File: src/rtl/max7219_rx_pkg.sv
// Shared constants and frame layout for the MAX7219 serial receiver.
// The address map matches the MAX7219 register file; bits [15:12] of a frame are ignored.
package max7219_rx_pkg;

    localparam int FRAME_BITS = 16;
    localparam logic [4:0] FRAME_LEN = 5'd16;
    localparam logic [4:0] CNT_SAT   = 5'd31;

    localparam logic [3:0] ADDR_NOOP       = 4'h0;
    localparam logic [3:0] ADDR_DIGIT0     = 4'h1;
    localparam logic [3:0] ADDR_DIGIT7     = 4'h8;
    localparam logic [3:0] ADDR_DECODE     = 4'h9;
    localparam logic [3:0] ADDR_INTENSITY  = 4'hA;
    localparam logic [3:0] ADDR_SCAN_LIMIT = 4'hB;
    localparam logic [3:0] ADDR_SHUTDOWN   = 4'hC;
    localparam logic [3:0] ADDR_TEST       = 4'hF;

    typedef struct packed {
        logic [3:0] dont_care;
        logic [3:0] addr;
        logic [7:0] data;
    } frame_t;

    function automatic logic is_digit_addr(input logic [3:0] addr);
        return (addr >= ADDR_DIGIT0) && (addr <= ADDR_DIGIT7);
    endfunction

    // Digit N lives at address N+1; wraps address 0x8 to digit 7.
    function automatic logic [5:0] digit_lsb(input logic [3:0] addr);
        logic [2:0] idx;
        idx = addr[2:0] - 3'd1;
        return {idx, 3'b000};
    endfunction

endpackage

File: src/rtl/max7219_rx_input_sync.sv
// Multi-flop synchronizer for one asynchronous serial line, followed by an edge flop.
// `level` is the synchronized line one cycle late so it stays aligned with the registered `rise` pulse.
module max7219_rx_input_sync #(
    parameter int STAGES = 2
) (
    input  logic clk,
    input  logic rst_n,
    input  logic async_in,
    output logic level,
    output logic rise
);

    logic [STAGES-1:0] sync_q;

    always_ff @(posedge clk or negedge rst_n) begin
        if (!rst_n) begin
            sync_q <= '0;
            level  <= 1'b0;
            rise   <= 1'b0;
        end else begin
            sync_q <= {sync_q[STAGES-2:0], async_in};
            level  <= sync_q[STAGES-1];
            rise   <= sync_q[STAGES-1] & ~level;
        end
    end

endmodule

File: src/rtl/max7219_rx.sv
// MAX7219 3-wire receiver: shifts DIN on CLK rise, validates frame length on LOAD rise,
// and mirrors the device register file for loopback checking of the display path.
import max7219_rx_pkg::*;

module max7219_rx #(
    parameter int SYNC_STAGES = 2
) (
    input  logic        i_clk,
    input  logic        i_reset_n,
    input  logic        i_en,
    input  logic        i_serial_din,
    input  logic        i_serial_clk,
    input  logic        i_serial_load,
    output logic        o_serial_dout,
    output logic [63:0] o_digits,
    output logic [7:0]  o_decode_mode,
    output logic [3:0]  o_intensity,
    output logic [2:0]  o_scan_limit,
    output logic        o_shutdown_n,
    output logic        o_display_test,
    output logic        o_frame_stb,
    output logic        o_frame_err,
    output logic [3:0]  o_frame_addr,
    output logic [7:0]  o_frame_data
);

    logic din_lvl, din_rise;
    logic sclk_lvl, sclk_rise;
    logic load_lvl, load_rise;

    max7219_rx_input_sync #(.STAGES(SYNC_STAGES)) u_sync_din (
        .clk      (i_clk),
        .rst_n    (i_reset_n),
        .async_in (i_serial_din),
        .level    (din_lvl),
        .rise     (din_rise)
    );

    max7219_rx_input_sync #(.STAGES(SYNC_STAGES)) u_sync_clk (
        .clk      (i_clk),
        .rst_n    (i_reset_n),
        .async_in (i_serial_clk),
        .level    (sclk_lvl),
        .rise     (sclk_rise)
    );

    max7219_rx_input_sync #(.STAGES(SYNC_STAGES)) u_sync_load (
        .clk      (i_clk),
        .rst_n    (i_reset_n),
        .async_in (i_serial_load),
        .level    (load_lvl),
        .rise     (load_rise)
    );

    // Only the DIN level and the CLK/LOAD rise pulses drive the datapath.
    logic unused_sync;
    assign unused_sync = din_rise ^ sclk_lvl ^ load_lvl;

    logic [FRAME_BITS-1:0] shift_q, shift_nxt;
    logic [4:0]            cnt_q, cnt_nxt;
    logic                  shift_en, load_en;
    logic                  frame_ok, frame_bad;
    frame_t                frame;

    // A CLK edge coinciding with LOAD is shifted first, so the length check sees it.
    always_comb begin
        shift_nxt = shift_q;
        cnt_nxt   = cnt_q;
        shift_en  = i_en & sclk_rise;
        load_en   = i_en & load_rise;
        if (shift_en) begin
            shift_nxt = {shift_q[FRAME_BITS-2:0], din_lvl};
            cnt_nxt   = (cnt_q == CNT_SAT) ? cnt_q : cnt_q + 5'd1;
        end
        frame     = frame_t'(shift_nxt);
        frame_ok  = load_en & (cnt_nxt == FRAME_LEN);
        frame_bad = load_en & (cnt_nxt != FRAME_LEN);
    end

    always_ff @(posedge i_clk or negedge i_reset_n) begin
        if (!i_reset_n) begin
            shift_q       <= '0;
            cnt_q         <= '0;
            o_serial_dout <= 1'b0;
            o_frame_stb   <= 1'b0;
            o_frame_err   <= 1'b0;
        end else begin
            shift_q     <= shift_nxt;
            cnt_q       <= load_en ? 5'd0 : cnt_nxt;
            o_frame_stb <= frame_ok;
            o_frame_err <= frame_bad;
            if (shift_en) begin
                o_serial_dout <= shift_q[FRAME_BITS-1];
            end
        end
    end

    always_ff @(posedge i_clk or negedge i_reset_n) begin
        if (!i_reset_n) begin
            o_digits       <= '0;
            o_decode_mode  <= '0;
            o_intensity    <= '0;
            o_scan_limit   <= '0;
            o_shutdown_n   <= 1'b0;
            o_display_test <= 1'b0;
            o_frame_addr   <= '0;
            o_frame_data   <= '0;
        end else if (frame_ok) begin
            o_frame_addr <= frame.addr;
            o_frame_data <= frame.data;
            if (is_digit_addr(frame.addr)) begin
                o_digits[digit_lsb(frame.addr) +: 8] <= frame.data;
            end
            case (frame.addr)
                ADDR_DECODE:     o_decode_mode  <= frame.data;
                ADDR_INTENSITY:  o_intensity    <= frame.data[3:0];
                ADDR_SCAN_LIMIT: o_scan_limit   <= frame.data[2:0];
                ADDR_SHUTDOWN:   o_shutdown_n   <= frame.data[0];
                ADDR_TEST:       o_display_test <= frame.data[0];
                default: ;
            endcase
        end
    end

endmodule
File: config.mk
export PLATFORM = sky130hd
export DESIGN_NAME = max7219_rx
export DESIGN_NICKNAME = d
export VERILOG_FILES = /design/src/rtl/max7219_rx_pkg.sv /design/src/rtl/max7219_rx_input_sync.sv /design/src/rtl/max7219_rx.sv
export SDC_FILE = /design/constraint.sdc
export NUM_CORES = 1
export LEC_CHECK = 0
export BUFFER_PORTS_ARGS = -buffer_cell sky130_fd_sc_hd__clkbuf_2
export CORE_MARGIN = 5
export CORE_UTILIZATION = 32
export DETAILED_ROUTE_END_ITERATION = 16
export PLACE_DENSITY_LB_ADDON = 0.25
export SLEW_MARGIN = 20
export SYNTH_ARGS = -nofsm -noshare
export SYNTH_HDL_FRONTEND = slang
export SYNTH_SLANG_ARGS = --single-unit
File: constraint.sdc
create_clock -name i_clk -period 3.6 [get_ports i_clk]
set_clock_uncertainty 0.2 [all_clocks]
set_input_delay 0.72 -clock i_clk [delete_from_list [all_inputs] [get_ports i_clk]]
set_output_delay 0.72 -clock i_clk [all_outputs]
set_load 0.1 [all_outputs]
==> run metrics, run 1 <==
Lkg Pwr=between 3 and 4 nW; flops & latches, synth=roughly 130; Top FF cell, synth=dfrtp_1; most common cell after layout, fill and taps aside=dfrtp_1; Final Cell Area=7036 sq um; VDD IR max=374.7 uV; CTS sink count=128; slew at the pin closest to its max-slew limit=0.7264 ns; internal power=about 0.003 W; IO buf count=101; Max Fclk=between 0.3 and 0.4 GHz; Tmin final=around 3 ns; Die Y=about 140 um; CP bufs+invs=3; Die Footprint=around 20000 sq um; synthesized area=around 5500 sq um; H-tree depth=4; setup TNS=0 ns; WL final=13900 um; Crit Path Category=in2reg; largest net degree at the start of global routing=51; clock-pin slew on the worst setup and hold paths=0.06 ns; nets@finish=between 500 and 600; relative slew slack=around 50%; most frequent cells in the layout=dfrtp_1, clkbuf_2, nor2_1, mux2_2, nand2_1; final hold vios=0; clock latency on the worst-skew pair=0.42 ns; syn_nets=approximately 440; Initial Util=about 32%; Rows=48; Iteration-0 DRC Markers=187; Post-synth EDFFs=0; cells on worst reg2reg path=9; unrepaired setup endpoints after global routing=no; DR pass1 iterations=7; vias=3676; pwr dens=580.5 nW/um^2; worst flop-to-flop path startpoint=u_sync_clk.rise; mean post-synth cell area=12.80 sq um; max incr delay on CP=0.46 ns; Reg-to-Reg End=o_digits[20]; hold buffers post-CTS=0; Vias/cell=4.607; Ant. Diodes=0; r2r setup slk=0.67 ns; TritonCTS Buffers=17; register share of total power=37.7%; CTS tree=built; post_cts resized=0; Congestion Overflow GR=0; number of global-route vias before repair=3931; Req. time, crit path=3.70 ns; status=completed; area grow syn2layout=27.51%; CP Launch Type=input pin; CP Max Fanout=8; Critical Path, Cell by Cell=clkbuf_2 > and2_4 > mux2i_2 > inv_1 > ha_1 > inv_1 > a21oi_1 > o311ai_4 > and4_4 > mux2_4; slowest CP cell=o311ai_4; final antenna-violating net count=0; Net Sw Power=0.001164 W; power share of the clock group=46.6%; FFs w/ async S/R, synth=100.0%; Placed Area=roughly 6400 sq um; core area=between 15000 and 20000 sq um; initial antenna violation count=0; Comb pwr share=15.7%; maxcap violations=0; DRC viols=0; period utilization=between 80 and 90%; switching share of power=around 28%; WL/cell=17.42 um; pins over their slew limit=0; DP Wirelength=between 9000 and 10000 um; Hold Crit Class=in2async; I/O pin count=102; setup bufs post-CTS=0; GPL Wtd Cong=about 0.84; post-synth cell types=42; share of post-route cells with drive strength above 1=42.58%; Critical Path End Type=register; crit path DAT=3.09 ns; first-pass GRT wire length=22280 um; Die Width=~140 um; CTS Buffer Depth=2; Tot GR Track Use=about 15%; CP dominant cell by count=inv_1; Mapped Cells=~430; synth warn=0; register area share after synthesis=58.05%; Layout Utilization=between 40 and 50%; root buf cell=clkbuf_16; Setup Viol. Count Final=0; CP delay by family, top=simple AND/OR/NAND/NOR gates
==> cell families (layout without fill, tap and decap cells) <==
family                     count (synthesis)  after routing  synth area share (%)
buffers and inverters                     34            176                 3.492
and+or+nand+nor                          137            137                 12.36
xor gates and xnor gates                   2              2                0.3175
DFF                                      128            128                 58.05
adders and majority gates                  6              6                 1.361
AOI/OAI and AO/OA                         31             31                 4.127
muxes                                     93             93                 20.29
==> synthesized netlist by cell type (2+ instances only) <==
cell | number | area [sq um]
dfrtp_1 | 128 | 3203
nor2_1 | 66 | 247.7
mux2_2 | 49 | 551.8
nand2_1 | 29 | 108.9
mux2_4 | 24 | 360.4
inv_1 | 20 | 75.07
mux2i_1 | 18 | 180.2
a21oi_1 | 17 | 85.08
nand4_1 | 7 | 43.79
and3_1 | 6 | 37.54
ha_1 | 6 | 75.07
nand3_1 | 6 | 30.03
buf_2 | 4 | 20.02
clkbuf_1 | 4 | 15.01
and2_1 | 3 | 18.77
and4_4 | 3 | 33.78
buf_12 | 3 | 60.06
nand2b_1 | 3 | 18.77
nand4_4 | 3 | 63.81
nor2b_1 | 3 | 18.77
o21ai_0 | 3 | 15.01
a21boi_0 | 2 | 15.01
mux2i_2 | 2 | 27.53
nand3b_1 | 2 | 15.01
o211ai_2 | 2 | 25.02
xor2_1 | 2 | 17.52
==> worst reg2reg max path, stage by stage, from the launching register on <==
cell      delay (ns)
dfrtp_1         0.40
and2_4          0.17
mux2i_2         0.20
inv_1           0.14
ha_1            0.31
inv_1           0.11
a21oi_1         0.08
o311ai_4        0.46
and4_4          0.43
mux2_4          0.32
==> state kept, by name, summed over array words and instances, names as in the netlist, 2 cells and up <==
signal              count
shift_q                16
o_intensity             4
u_sync_din.sync_q       2
o_scan_limit            3
cnt_q                   5
o_decode_mode           8
o_frame_data            8
o_frame_addr            4
u_sync_clk.sync_q       2
u_sync_load.sync_q      2
o_digits               64
==> how the worst max path moves through the flow <==
stage          startpoint            to  cells after the start
6_report             i_en  o_digits[20]                     10
5_1_grt              i_en  o_digits[20]                     10
4_1_cts              i_en  o_digits[20]                     10
3_5_place_dp         i_en  o_digits[20]                     10
3_3_place_gp         i_en  o_digits[16]                     10
2_1_floorplan        i_en  o_digits[16]                     11
==> power by group through the flow <==
stage	logic, W	registers, W	clock network (W)
detailed placement	0.000651	0.00157	0
global route	0.000705	0.00155	0.00203
global placement	0.000646	0.00156	0
finish	0.000640	0.00154	0.00190
floorplan	0.000346	0.00156	0
CTS	0.000653	0.00154	0.00195
==> metal layers <==
layer,share of wire (%),global-route usage [%]
met5,0,0
met4,1.8,5.303
met3,7.6,5.763
met2,44,21.62
met1,46,19.92
==> metrics by stage <==
step	cells	power, W	worst slack, ns	hold WS, ns
final	798	0.004084	0.6062	0.1244
after global routing	798	0.004285	0.4359	0.1665
after CTS	798	0.004144	0.6182	0.1444
after detailed placement	766	0.002219	0.1900	0.1347
after global placement	766	0.002209	0.2270	0.1386
after floorplan	431	0.001902	0.03335	0.1312
==> cell type report <==
| type | instances | area [sq um] |
|---|---|---|
| repair buffers | 123 | 685.7 |
| well taps | 225 | 281.5 |
| inverters | 21 | 78.83 |
| clock inverters | 15 | 232.7 |
| multi-input cells | 269 | 2128 |
| flip-flops and latches | 128 | 3203 |
| fillers | 1663 | 10080 |
| clock buffers | 17 | 425.4 |
Power figures use the tool's default switching activity.
==> run 2, diff against run 1 <==
--- a/config.mk
+++ b/config.mk
@@ -5,6 +5,7 @@
 export SDC_FILE = /design/constraint.sdc
 export NUM_CORES = 1
 export LEC_CHECK = 0
+export ABC_AREA = 1
 export BUFFER_PORTS_ARGS = -buffer_cell sky130_fd_sc_hd__clkbuf_2
 export CORE_MARGIN = 5
 export CORE_UTILIZATION = 32
==> constraint.sdc (replaced) <==
create_clock -name i_clk -period 2.7 [get_ports i_clk]
set_clock_uncertainty 0.2 [all_clocks]
set_input_delay 0.54 -clock i_clk [delete_from_list [all_inputs] [get_ports i_clk]]
set_output_delay 0.54 -clock i_clk [all_outputs]
set_load 0.1 [all_outputs]
==> run 2 against run 1 <==
  * Final cell count grew 36%
  * Critical endpoint is now o_digits[11]
  * Clock-buffer cell count grew 4
  * Die area grew 6.9%
  * Power grew 37%
==> run metrics, run 2 <==
GRT Max-Usage Layer=met2; Critical Path, Cell by Cell=nand2_8 > nand2_1 > nand2_1 > buf_4 > ha_1 > nand3_1 > nor2_1 > nor2_1 > nand4_1 > buf_4 > nand2_1 > nand2_1; DP Wirelength=11960 um (+20%); VDD IR max=500.6 uV (+34%); met2 usage=24.56% (+2.9 points); IO buf count=101 (unchanged); period utilization=91.51%; slew at the pin closest to its max-slew limit=0.5812 ns (-0.1452 ns); Largest register FFs=64 (unchanged); Mapped Cells=704 (+63%); Setup Viol. Count Final=0 (unchanged); area grow syn2layout=28.55%; Top FF cell, synth=dfrtp_1; slowest CP cell=dfrtp_1; Vias/cell=4.653 (+1.0%); syn_nets=716 (+62%); first-pass GRT wire length=26680 um (+20%); core area=18090 sq um (+5.7%); Largest regs=o_digits x64, shift_q x16; Layout Utilization=42.12% (+1.0 points); relative slew slack=61.42% (+11 points); CTS Buffer Depth=2 (unchanged); WL/cell=15.00 um (-14%); initial antenna violation count=0 (unchanged); nets@finish=856 (+50%); DRC viols=0 (unchanged); Die Y=146.1 um (+3.4%); number of global-route vias before repair=5011 (+27%); CP delay by family, top=simple AND/OR/NAND/NOR gates; Die Width=146.1 um (+3.4%); Placed Area=6942 sq um (+8.8%); vias=5049 (+37%); Final Cell Area=7617 sq um (+8.3%); Max Fclk=0.4047 GHz; CP bufs+invs=2 (-1); Crit Path Category=reg2reg; CTS sink count=128 (unchanged); setup TNS=0 ns (unchanged); worst flop-to-flop path startpoint=u_sync_clk.rise; Hold Crit Depth=1; mean post-synth cell area=8.417 sq um (-34%); final antenna-violating net count=0 (unchanged); count leader, synth=nand2_1; H-tree depth=4 (unchanged); cells on worst reg2reg path=12 (+3); Req. time, crit path=2.87 ns (-0.83 ns); Hold Crit Start=i_serial_clk; Hold Crit Endpoint=u_sync_clk.sync_q[0]; TritonCTS Buffers=17 (unchanged); clock latency on the worst-skew pair=0.43 ns (about the same); Critical Path End Type=register; Congestion Overflow GR=0 (unchanged); root buf cell=clkbuf_16; Post-synth top cells=nand2_1, dfrtp_1, nand3_1; Rows=49 (+2.1%); Lkg Pwr=4.286 nW (+15%); CP Launch Type=register; Top reg by flops=o_digits; CTS tree=built; Reg-to-Reg End=o_digits[11]; clock-pin slew on the worst setup and hold paths=0.06 ns (about the same); Post-synth EDFFs=0 (unchanged); synthesized area=5926 sq um (+7.4%); hold slack=0.01374 ns (-0.1107 ns); largest net degree at the start of global routing=73 (+43%); pins over their slew limit=0 (unchanged); I/O pin count=102 (unchanged); Area contributors post-synth=dfrtp_1, nand2_1, nand3_1; Iteration-0 DRC Markers=354 (+89%); flops & latches, synth=128 (unchanged); Tot GR Track Use=15.66% (+0.90 points); WL final=16270 um (+17%); final hold vios=0 (unchanged); pwr dens=734.4 nW/um^2 (+27%); most frequent cells in the layout=nand2_1, dfrtp_1, nand3_1, clkbuf_2, nor2_1; r2r setup slk=0.23 ns (-0.44 ns); CP dominant cell by count=nand2_1; GRT met1 Usage=21.21% (+1.3 points); Synth area leader=dfrtp_1; GPL Wtd Cong=0.8863 (+5.3%); post-synth cell types=30 (-29%); most common cell after layout, fill and taps aside=nand2_1; Hold Crit Class=in2reg; unrepaired setup endpoints after global routing=no; max incr delay on CP=0.53 ns (+0.07 ns); post-synth top area share=54.05% (-4.0 points); met3 Use GR=4.152% (-1.6 points); maxcap violations=0 (unchanged); status=completed; Die Footprint=21340 sq um (+6.9%); register area share after synthesis=54.05% (-4.0 points); share of post-route cells with drive strength above 1=25.35% (-17 points); crit path DAT=2.64 ns (-0.45 ns); Ant. Diodes=0 (unchanged); DR pass1 iterations=5 (-2); FFs w/ async S/R, synth=100.0% (unchanged); Tmin final=~2.5 ns; synth warn=0 (unchanged); CP Max Fanout=12 (+4); Initial Util=32.76% (+0.53 points)
run 2: cell types whose count changed in the layout (fill, tap and decap cells not counted), moves of 7 or more:
cell	change
a21oi_1	-15
buf_4	+19
inv_1	+28
mux2_2	-49
mux2_4	-24
mux2i_1	-18
nand2_1	+217
nand3_1	+104
nor2_4	+7
o21ai_0	+11
run 2: worst max-delay path by stage:
stage,from,to,slack [ns],cells after the start
6_report,u_sync_clk.rise,o_digits[11],0.23,12
3_5_place_dp,i_en,o_decode_mode[4],0.03,12
3_3_place_gp,i_en,o_decode_mode[0],0.03,12
2_1_floorplan,i_en,o_digits[56],0.006,17
5_1_grt,u_sync_clk.rise,o_digits[8],0.004,12
4_1_cts,u_sync_clk.rise,o_decode_mode[0],0.17,11
run 2: area by class of cell:
class	count	area [sq um]
Inverter	55	209.0
Sequential cell	128	3203
Clock buffer	21	460.4
Timing Repair Buffer	146	898.4
Tap cell	229	286.5
Clock inverter	10	160.2
Multi-Input combinational cell	496	2400
Fill cell	1814	10470
run 2: cell families (layout without fill, tap and decap cells):
group           count (synthesis)  in the layout  share of synthesized area [%]
compound gates                 29             29                          2.977
flops                         128            128                          54.05
simple gates                  461            461                          35.52
fa+ha+maj                       6              6                          1.267
buf+inv                        80            232                          6.187
run 2: power by group:
group / switching [W] / internal [W]
Sequential: 0.0000479 / 0.00199
Clock: 0.000849 / 0.00158
Combinational: 0.000785 / 0.000333
Total: 0.00168 / 0.00391
run 2: worst register-to-register path: cells and delay by family (launching register included):
family	cells	cell delay (ns)
adder cells (fa/ha/maj)	1	0.32
flip-flops	1	0.53
AND/OR/NAND/NOR	9	0.98
buffers and inverters	2	0.38
run 2: stage by stage:
stage          worst slack [ns]  std cells  power (W)
2_1_floorplan          0.005542        704   0.002811
3_3_place_gp            0.02632       1051   0.003194
3_5_place_dp            0.02673       1051   0.003188
4_1_cts                  0.1712       1083   0.005644
5_1_grt                0.003548       1085   0.005855
6_report                 0.2292       1085   0.005594
run 2: per-layer routing:
metal,vias to the layer above,share of wire (%)
met4,0,1.4
met1,2392,47
li1,2527,-
met5,-,0
met2,110,46
met3,20,5.4
run 2: what timing repair did:
action                                 in CTS  in global routing
setup endpoints to repair                   0                  4
buffers inserted                            0                  2
hold buffers                                1                  0
resized for setup                           0                  1
endpoints found under the hold margin      23                  0
